$ cat src/rtl/rv32_pkg.sv
// Shared types and constants for the RV32I execute stage: ALU op codes,
// forwarding/operand selects and the EX/MEM pipeline register layout.
package rv32_pkg;

   localparam int XLEN      = 32;
   localparam int REGADDR_W = 5;

   typedef enum logic [3:0] {
      ALU_ADD  = 4'b0000,
      ALU_SUB  = 4'b0001,
      ALU_AND  = 4'b0010,
      ALU_OR   = 4'b0011,
      ALU_XOR  = 4'b0100,
      ALU_SLL  = 4'b0101,
      ALU_SRL  = 4'b0110,
      ALU_SLT  = 4'b0111,
      ALU_SLTU = 4'b1000,
      ALU_SRA  = 4'b1001,
      ALU_LINK = 4'b1111
   } alu_op_e;

   typedef enum logic [1:0] {
      FWD_IDEX = 2'd0,
      FWD_EXM  = 2'd1,
      FWD_WB   = 2'd2,
      FWD_RSVD = 2'd3
   } fwd_sel_e;

   typedef enum logic [1:0] {
      A_RS1  = 2'd0,
      A_PC   = 2'd1,
      A_ZERO = 2'd2,
      A_RSVD = 2'd3
   } a_sel_e;

   typedef struct packed {
      logic                 valid;
      logic [XLEN-1:0]      result;
      logic [XLEN-1:0]      store;
      logic [REGADDR_W-1:0] rd;
      logic [2:0]           func3;
      logic                 reg_write;
      logic                 mem_read;
      logic                 mem_write;
   } exmem_t;

endpackage

$ cat src/rtl/rv32_alu.sv
// Combinational RV32I ALU. Shifts use b[4:0]; unlisted op codes yield zero.
module rv32_alu
   import rv32_pkg::*;
(
   input  logic [3:0]      op,
   input  logic [XLEN-1:0] a,
   input  logic [XLEN-1:0] b,
   input  logic [XLEN-1:0] pc,
   output logic [XLEN-1:0] result
);

   logic [4:0] shamt;
   assign shamt = b[4:0];

   always_comb begin
      result = '0;
      case (op)
         ALU_ADD:  result = a + b;
         ALU_SUB:  result = a - b;
         ALU_AND:  result = a & b;
         ALU_OR:   result = a | b;
         ALU_XOR:  result = a ^ b;
         ALU_SLL:  result = a << shamt;
         ALU_SRL:  result = a >> shamt;
         ALU_SLT:  result = {{(XLEN-1){1'b0}}, ($signed(a) < $signed(b))};
         ALU_SLTU: result = {{(XLEN-1){1'b0}}, (a < b)};
         ALU_SRA:  result = $unsigned($signed(a) >>> shamt);
         ALU_LINK: result = pc + XLEN'(4);
         default:  result = '0;
      endcase
   end

endmodule

$ cat src/rtl/ex_stage.sv
// RV32I execute stage: operand forwarding, operand selection, ALU and the
// EX/MEM pipeline register with stall/flush control.
module ex_stage
   import rv32_pkg::*;
(
   input  logic                 clk,
   input  logic                 rst,
   input  logic                 stall_i,
   input  logic                 flush_i,
   input  logic                 id_valid_i,
   input  logic [3:0]           alu_sel_i,
   input  logic [1:0]           a_sel_i,
   input  logic                 b_imm_i,
   input  logic [1:0]           fwd_a_i,
   input  logic [1:0]           fwd_b_i,
   input  logic [XLEN-1:0]      rs1_data_i,
   input  logic [XLEN-1:0]      rs2_data_i,
   input  logic [XLEN-1:0]      imm_i,
   input  logic [XLEN-1:0]      pc_i,
   input  logic [XLEN-1:0]      wb_data_i,
   input  logic [REGADDR_W-1:0] rd_i,
   input  logic [2:0]           func3_i,
   input  logic                 reg_write_i,
   input  logic                 mem_read_i,
   input  logic                 mem_write_i,
   output logic                 exm_valid_o,
   output logic [XLEN-1:0]      exm_result_o,
   output logic [XLEN-1:0]      exm_store_o,
   output logic [REGADDR_W-1:0] exm_rd_o,
   output logic [2:0]           exm_func3_o,
   output logic                 exm_reg_write_o,
   output logic                 exm_mem_read_o,
   output logic                 exm_mem_write_o
);

   exmem_t          exm_q;
   exmem_t          exm_d;
   logic [XLEN-1:0] rs1_fwd;
   logic [XLEN-1:0] rs2_fwd;
   logic [XLEN-1:0] op_a;
   logic [XLEN-1:0] op_b;
   logic [XLEN-1:0] alu_result;

   // Forward code 1 feeds back our own registered result (back-to-back use).
   always_comb begin
      rs1_fwd = rs1_data_i;
      case (fwd_a_i)
         FWD_EXM: rs1_fwd = exm_q.result;
         FWD_WB:  rs1_fwd = wb_data_i;
         default: rs1_fwd = rs1_data_i;
      endcase
   end

   always_comb begin
      rs2_fwd = rs2_data_i;
      case (fwd_b_i)
         FWD_EXM: rs2_fwd = exm_q.result;
         FWD_WB:  rs2_fwd = wb_data_i;
         default: rs2_fwd = rs2_data_i;
      endcase
   end

   always_comb begin
      op_a = '0;
      case (a_sel_i)
         A_RS1:   op_a = rs1_fwd;
         A_PC:    op_a = pc_i;
         default: op_a = '0;
      endcase
   end

   assign op_b = b_imm_i ? imm_i : rs2_fwd;

   rv32_alu u_alu (
      .op     (alu_sel_i),
      .a      (op_a),
      .b      (op_b),
      .pc     (pc_i),
      .result (alu_result)
   );

   always_comb begin
      exm_d           = '0;
      exm_d.valid     = id_valid_i;
      exm_d.result    = alu_result;
      exm_d.store     = rs2_fwd;
      exm_d.rd        = rd_i;
      exm_d.func3     = func3_i;
      exm_d.reg_write = reg_write_i & id_valid_i;
      exm_d.mem_read  = mem_read_i  & id_valid_i;
      exm_d.mem_write = mem_write_i & id_valid_i;
   end

   // Stall outranks flush: a held instruction must not be squashed while
   // downstream is not ready. Flush kills only valid/control, data is held.
   always_ff @(posedge clk or posedge rst) begin
      if (rst) begin
         exm_q <= '0;
      end else if (stall_i) begin
         exm_q <= exm_q;
      end else if (flush_i) begin
         exm_q.valid     <= 1'b0;
         exm_q.reg_write <= 1'b0;
         exm_q.mem_read  <= 1'b0;
         exm_q.mem_write <= 1'b0;
      end else begin
         exm_q <= exm_d;
      end
   end

   assign exm_valid_o     = exm_q.valid;
   assign exm_result_o    = exm_q.result;
   assign exm_store_o     = exm_q.store;
   assign exm_rd_o        = exm_q.rd;
   assign exm_func3_o     = exm_q.func3;
   assign exm_reg_write_o = exm_q.reg_write;
   assign exm_mem_read_o  = exm_q.mem_read;
   assign exm_mem_write_o = exm_q.mem_write;

endmodule

$ cat config.mk
export PLATFORM = sky130hd
export DESIGN_NAME = ex_stage
export DESIGN_NICKNAME = d
export VERILOG_FILES = /design/src/rtl/rv32_pkg.sv /design/src/rtl/rv32_alu.sv /design/src/rtl/ex_stage.sv
export SDC_FILE = /design/constraint.sdc
export NUM_CORES = 1
export LEC_CHECK = 0
export ABC_CLOCK_PERIOD_IN_PS = 5700
export CAP_MARGIN = 20
export CORE_MARGIN = 4
export CORE_UTILIZATION = 35
export DETAILED_ROUTE_END_ITERATION = 12
export SKIP_CTS_REPAIR_TIMING = 1
export SLEW_MARGIN = 15
export SYNTH_ARGS = -nofsm -noshare
export SYNTH_HDL_FRONTEND = slang
export SYNTH_SLANG_ARGS = --single-unit
$ cat constraint.sdc
create_clock -name clk -period 5.7 [get_ports clk]
set_input_delay 0.855 -clock clk [delete_from_list [all_inputs] [get_ports clk]]
set_output_delay 0.855 -clock clk [all_outputs]
set_load 0.02 [all_outputs]
==> metrics.csv, run 1 <==
metric,value,unit
cp.required,5940,ps
worst_pin_slew,1090,ps
grt_overflow,0,
dpl_cell_area,18700,um2
synthesis.nets,2339,
antenna_cells,0,
dieArea,43700,um2
path_cells,"clkdlybuf4s50_1, inv_1, ha_1, buf_4, a221o_1, o21ai_0, o21ai_1, buf_4, ha_1, o21a_1, o211ai_1, a311o_1, a21oi_1, a31oi_2, o21ai_0, buf_4, a41oi_1, o41ai_1, o211ai_1",
final_core_util,0.479,
drc,0,
cts_tree,done,
grt_max_degree,76,
dpl.hpwl,70000,um
synthArstFlopShare,1.00,
rows,73,
dieWidth,209,um
tns,0,ps
syn_to_final_growth,34.8,%
max_stage_delay,540,ps
rsz0062_at_grt,false,
clock.fmax,183,MHz
clock_sinks,76,
wl_per_cell,29.4,um
root_buffer,clkbuf_16,
drive_gt1_frac,0.145,
vias,18800,
clockBufferDepth,2,
worstSetupPathType,in -> reg,
mostFrequentLayoutCells,"clkdlybuf4s50_1, buf_4, nand2_1, o21ai_0, nor2_1",
critPathMaxFanout,12,
timing.final.hold_violations,0,
drt-vias-per-instance,6.40,
antenna_left,0,
synth_edf_count,0,
mostFrequentLayoutCell,clkdlybuf4s50_1,
ir_drop,0.169,mV
first_pass_iters,6,
clk_latency,390,ps
final_cell_count_no_fill,2939,
antenna_found_initial,1,
pin_count,263,
grt_pass1_vias,17800,
slowest_stage,clkdlybuf4s50_1,
yosysSeqAreaShare,0.134,
power_leakage,7.99,nW
grt_pass1_wl,124000,um
powerDensity,202,nW/um2
numCtsBuffers,9,
ys_ff_latch,76,
clk_pin_slew,70,ps
maxCapViolations,0,
arrival,5700,ps
htreeDepth,3,
drv_slew,0,
end_kind,flip-flop,
netlist_area,14200,um2
critPathLaunchType,input pin,
syn_inst,2046,
start_util,0.355,
critPathMostFrequentCell,buf_4,
ys.warnings.count,0,
gr-usage-all-layers,0.376,
period_needed,5450,ps
fp.dieH,209,um
final_cell_area,19100,um2
synthFlopType,dfrtp_1,
status,finished clean,
dpl.cell_count,2922,
avgSynthCellArea,6.92,um2
hp-class,reg -> reg,
fin_worst_skew,23.3,ps
drt_iter0_drc,2429,
ys_types,85,
max_slew_margin,0.268,
coreArea,39800,um2
period_share,0.957,
final_nets,2702,
routed_wl,86300,um
finalSetupViolCount,0,
io_buffers,262,
finalWeightedCongestion,1.03,
## power breakdown
| part | leakage (nW) | internal, mW | switching, mW |
|---|---|---|---|
| Clock | 0.142 | 0.356 | 0.317 |
| Combinational | 6.86 | 0.994 | 1.46 |
| Sequential | 0.982 | 0.613 | 0.104 |
## cell type report
class	instances	area [um2]
sequential	76	1900
clock buffer	10	239
fill	4126	20700
inverter	98	369
multi-input combinational	1698	11200
timing repair buffer	526	4660
tap	525	657
clock inverter	6	70.1
## kinds of logic (layout without fill, tap and decap cells)
kind of cell,count (synthesis),count (layout),synth area share
compound gates,787,787,0.379
xor+xnor,42,42,0.0260
fa+ha+maj,106,106,0.0948
simple gates,662,662,0.213
buf+inv,272,640,0.0787
mux,101,101,0.0743
flops,76,76,0.134
## flip-flops by register name, indices dropped and copies added (netlist names)
name and count:
exm_result_o 32, exm_func3_o 3, exm_mem_read_o 1, exm_reg_write_o 1, exm_valid_o 1, exm_store_o 32, exm_mem_write_o 1, exm_rd_o 5
## worst max-delay path: cells and delay by family
| kind | cells | cell delay [ps] |
|---|---|---|
| buffers and inverters | 5 | 1220 |
| AOI/OAI and AO/OA | 12 | 2960 |
| adders and majority gates | 2 | 650 |
## synth_stat cells, drive strengths merged, types with 9 or more instances
library cell	n	area, um2
nand2	247	927
o21ai	219	1100
nor2	177	664
a21oi	146	734
clkbuf	110	413
ha	104	1300
inv	98	368
mux2i	77	771
dfrtp	76	1900
buf	64	333
nand3	54	270
a22oi	52	395
nor3	42	210
o211ai	42	315
a221o	38	380
a221oi	35	307
a211oi	33	248
o221ai	29	310
xnor2	27	236
nor2b	24	150
mux2	23	259
o22ai	22	138
a21o	19	143
o31ai	19	143
a31oi	18	113
and2	18	113
nand2b	18	113
nand3b	16	120
a22o	15	131
xor2	15	131
and3	13	81.3
nand4	11	68.8
or2	10	62.6
a2111oi	9	98.8
## routing by layer
| layer | share of wire | global-route usage | vias up |
|---|---|---|---|
| li1 | - | - | 8340 |
| met1 | 0.42 | 0.519 | 9048 |
| met2 | 0.43 | 0.582 | 1234 |
| met3 | 0.10 | 0.0640 | 193 |
| met4 | 0.049 | 0.157 | 2 |
| met5 | 0.00015 | 0 | - |
## metrics by stage
step / worst slack [ps] / power, mW / hold WS, ps
CTS: 140 / 3.77 / 485
floorplan: 263 / 1.97 / 583
global placement: -314 / 3.10 / 461
detailed placement: -228 / 3.10 / 470
finish: 247 / 3.85 / 478
global route: 2.93 / 4.01 / 506
## worst paths after layout
check	cells after the start	slack, ps	startpoint	end
setup / recovery	19	250	fwd_b_i[1]	exm_result_o[31]
hold / removal	2	480	exm_store_o[22]	exm_store_o[22]
setup reg to reg	16	1150	exm_result_o[5]	exm_result_o[17]
hold reg to reg	2	480	exm_store_o[22]	exm_store_o[22]
max in group asynchronous	3	4060	rst	exm_result_o[27]
min in group asynchronous	2	770	rst	exm_result_o[12]
Note: power is estimated with default switching activity, not from simulation.
==> run 2, diff against run 1 <==
--- a/config.mk
+++ b/config.mk
@@ -11,7 +11,6 @@
 export CORE_UTILIZATION = 35
 export DETAILED_ROUTE_END_ITERATION = 12
 export SKIP_CTS_REPAIR_TIMING = 1
-export SLEW_MARGIN = 15
 export SYNTH_ARGS = -nofsm -noshare
 export SYNTH_HDL_FRONTEND = slang
 export SYNTH_SLANG_ARGS = --single-unit
==> run 2 against run 1 <==
- critical path depth did not move
- combinational power barely moved
- via count rose by 0.36%
- sequential share of layout area barely moved
- die area did not move
- maximum frequency fell by 0.16%
- sequential power barely moved
- setup slack got worse by 8.9 ps
- routed wire length barely moved
- highest routed layer unchanged
==> metrics.csv, run 2 (synthesis gave the netlist of run 1 again) <==
metric,value,unit,change
clk_pin_slew,70,ps,about the same
syn_to_final_growth,34.9,%,about the same
grt_pass1_wl,124000,um,unchanged
final_core_util,0.479,,about the same
powerDensity,202,nW/um2,about the same
worst_r2r_path_depth,16,,unchanged
hold_end,exm_store_o[22],,
clk_latency,390,ps,about the same
hold_slack,478,ps,-0.134 ps
vias,18900,,+0.36%
clockBufferDepth,2,,unchanged
end_kind,flip-flop,,
pin_count,263,,unchanged
r2r-end,exm_result_o[17],,
max_slew_margin,0.262,,-0.00508
final_nets,2702,,unchanged
path_cells,"clkdlybuf4s50_1, inv_1, ha_1, buf_4, a221o_1, o211ai_1, buf_4, inv_1, ha_1, or2_2, o211ai_1, a311o_1, a21oi_1, a31oi_2, o21ai_0, a41oi_1, nor2_1, o41ai_1, o211ai_1",,
arrival,5710,ps,about the same
finalWeightedCongestion,1.03,,unchanged
slowest_stage,clkdlybuf4s50_1,,
maxCapViolations,0,,unchanged
pre_cts_ws,-228,ps,unchanged
worstHoldPathCells,2,,unchanged
first_pass_iters,6,,unchanged
rrSetupSlack,1130,ps,-20 ps
drt_iter0_drc,2411,,-0.74%
drive_gt1_frac,0.145,,unchanged
critPathMostFrequentCell,o211ai_1,,
routed_wl,86200,um,about the same
max_stage_delay,540,ps,about the same
antenna_cells,0,,unchanged
power_leakage,7.99,nW,about the same
drt-vias-per-instance,6.43,,+0.36%
critPathMaxFanout,6,,-6
path_buf_inv,5,,unchanged
mostFrequentLayoutCell,clkdlybuf4s50_1,,
clock_sinks,76,,unchanged
worst_pin_slew,1100,ps,+7.56 ps
cp.required,5940,ps,about the same
wl_per_cell,29.3,um,about the same
numCtsBuffers,9,,unchanged
fp.dieH,209,um,unchanged
htreeDepth,3,,unchanged
mostFrequentLayoutCells,"clkdlybuf4s50_1, buf_4, nand2_1, o21ai_0, nor2_1",,
dieArea,43700,um2,unchanged
rsz0062_at_grt,false,,
fillerInstances,4127,,+0.024%
coreArea,39800,um2,unchanged
worstSetupPathType,in -> reg,,
clock.fmax,183,MHz,-0.16%
drv_slew,0,,unchanged
dpl_cell_area,18700,um2,unchanged
crit_family,compound AO/OA/AOI/OAI gates,,
root_buffer,clkbuf_16,,
worstHoldStart,exm_store_o[22],,
dpl.hpwl,70000,um,unchanged
cp-startpoint,fwd_b_i[1],,
timing.final.hold_violations,0,,unchanged
grt_overflow,0,,unchanged
gr-usage-all-layers,0.376,,unchanged
start_util,0.355,,unchanged
antenna_found_initial,1,,unchanged
critPathLaunchType,input pin,,
fin_ws,238,ps,-8.92 ps
drc,0,,unchanged
timing.rr.start,exm_result_o[5],,
status,finished clean,,
dieWidth,209,um,unchanged
grt_max_degree,76,,unchanged
hp-class,reg -> reg,,
final_cell_area,19100,um2,about the same
grt_pass1_vias,17800,,unchanged
period_share,0.958,,+0.00157
cts_tree,done,,
rows,73,,unchanged
ir_drop,0.169,mV,about the same
finalSetupViolCount,0,,unchanged
fin_worst_skew,26.0,ps,+2.71 ps
period_needed,5460,ps,+8.92 ps
antenna_left,0,,unchanged
io_buffers,262,,unchanged
run 2: cell counts in the layout (fill, tap and decap cells not counted):
No cell type changed its count.
run 2: where the power goes:
group | switching [mW] | internal, mW | total, mW
Clock | 0.315 | 0.356 | 0.671
Sequential | 0.104 | 0.613 | 0.717
Combinational | 1.46 | 0.995 | 2.46
Total | 1.88 | 1.96 | 3.85
run 2: routing by layer:
layer,part of all wire,wire length [um],global-route usage,vias to the layer above
li1,-,-,-,8334
met1,0.42,35800,0.519,9120
met2,0.43,37300,0.582,1229
met3,0.10,8860,0.0640,199
met4,0.050,4270,0.157,2
met5,0.00015,13,0,-
run 2: layout make-up:
type / count / area (um2) / area share
multi-input cells: 1698 / 11200 / 0.586
repair buffers: 526 / 4660 / 0.244
flip-flops and latches: 76 / 1900 / 0.0996
well taps: 525 / 657 / 0.0344
inverters: 98 / 369 / 0.0193
clock buffers: 10 / 239 / 0.0125
clock inverters: 6 / 70.1 / 0.00367
run 2: worst reg2reg max path, delay by kind of cell, from the launching register on:
family	cells	cell delay, ps
and+or+nand+nor	2	540
DFF	1	610
buffers and inverters	2	280
AOI/OAI and AO/OA	11	2750
adders and majority gates	1	210
run 2: worst max-delay path by stage:
stage	end	slack (ps)	depth (start not counted)
after floorplan	exm_result_o[24]	260	22
after global placement	exm_result_o[17]	-310	19
after detailed placement	exm_result_o[17]	-230	18
after CTS	exm_result_o[17]	140	18
after global routing	exm_result_o[30]	3	20
final	exm_result_o[31]	240	19
run 2: metrics by stage:
| stage | instances | setup TNS [ps] | power (mW) |
|---|---|---|---|
| after floorplan | 2046 | 0 | 1.97 |
| after global placement | 2921 | -1270 | 3.10 |
| after detailed placement | 2922 | -806 | 3.10 |
| after CTS | 2938 | 0 | 3.77 |
| after global routing | 2939 | 0 | 4.01 |
| final | 2939 | 0 | 3.85 |
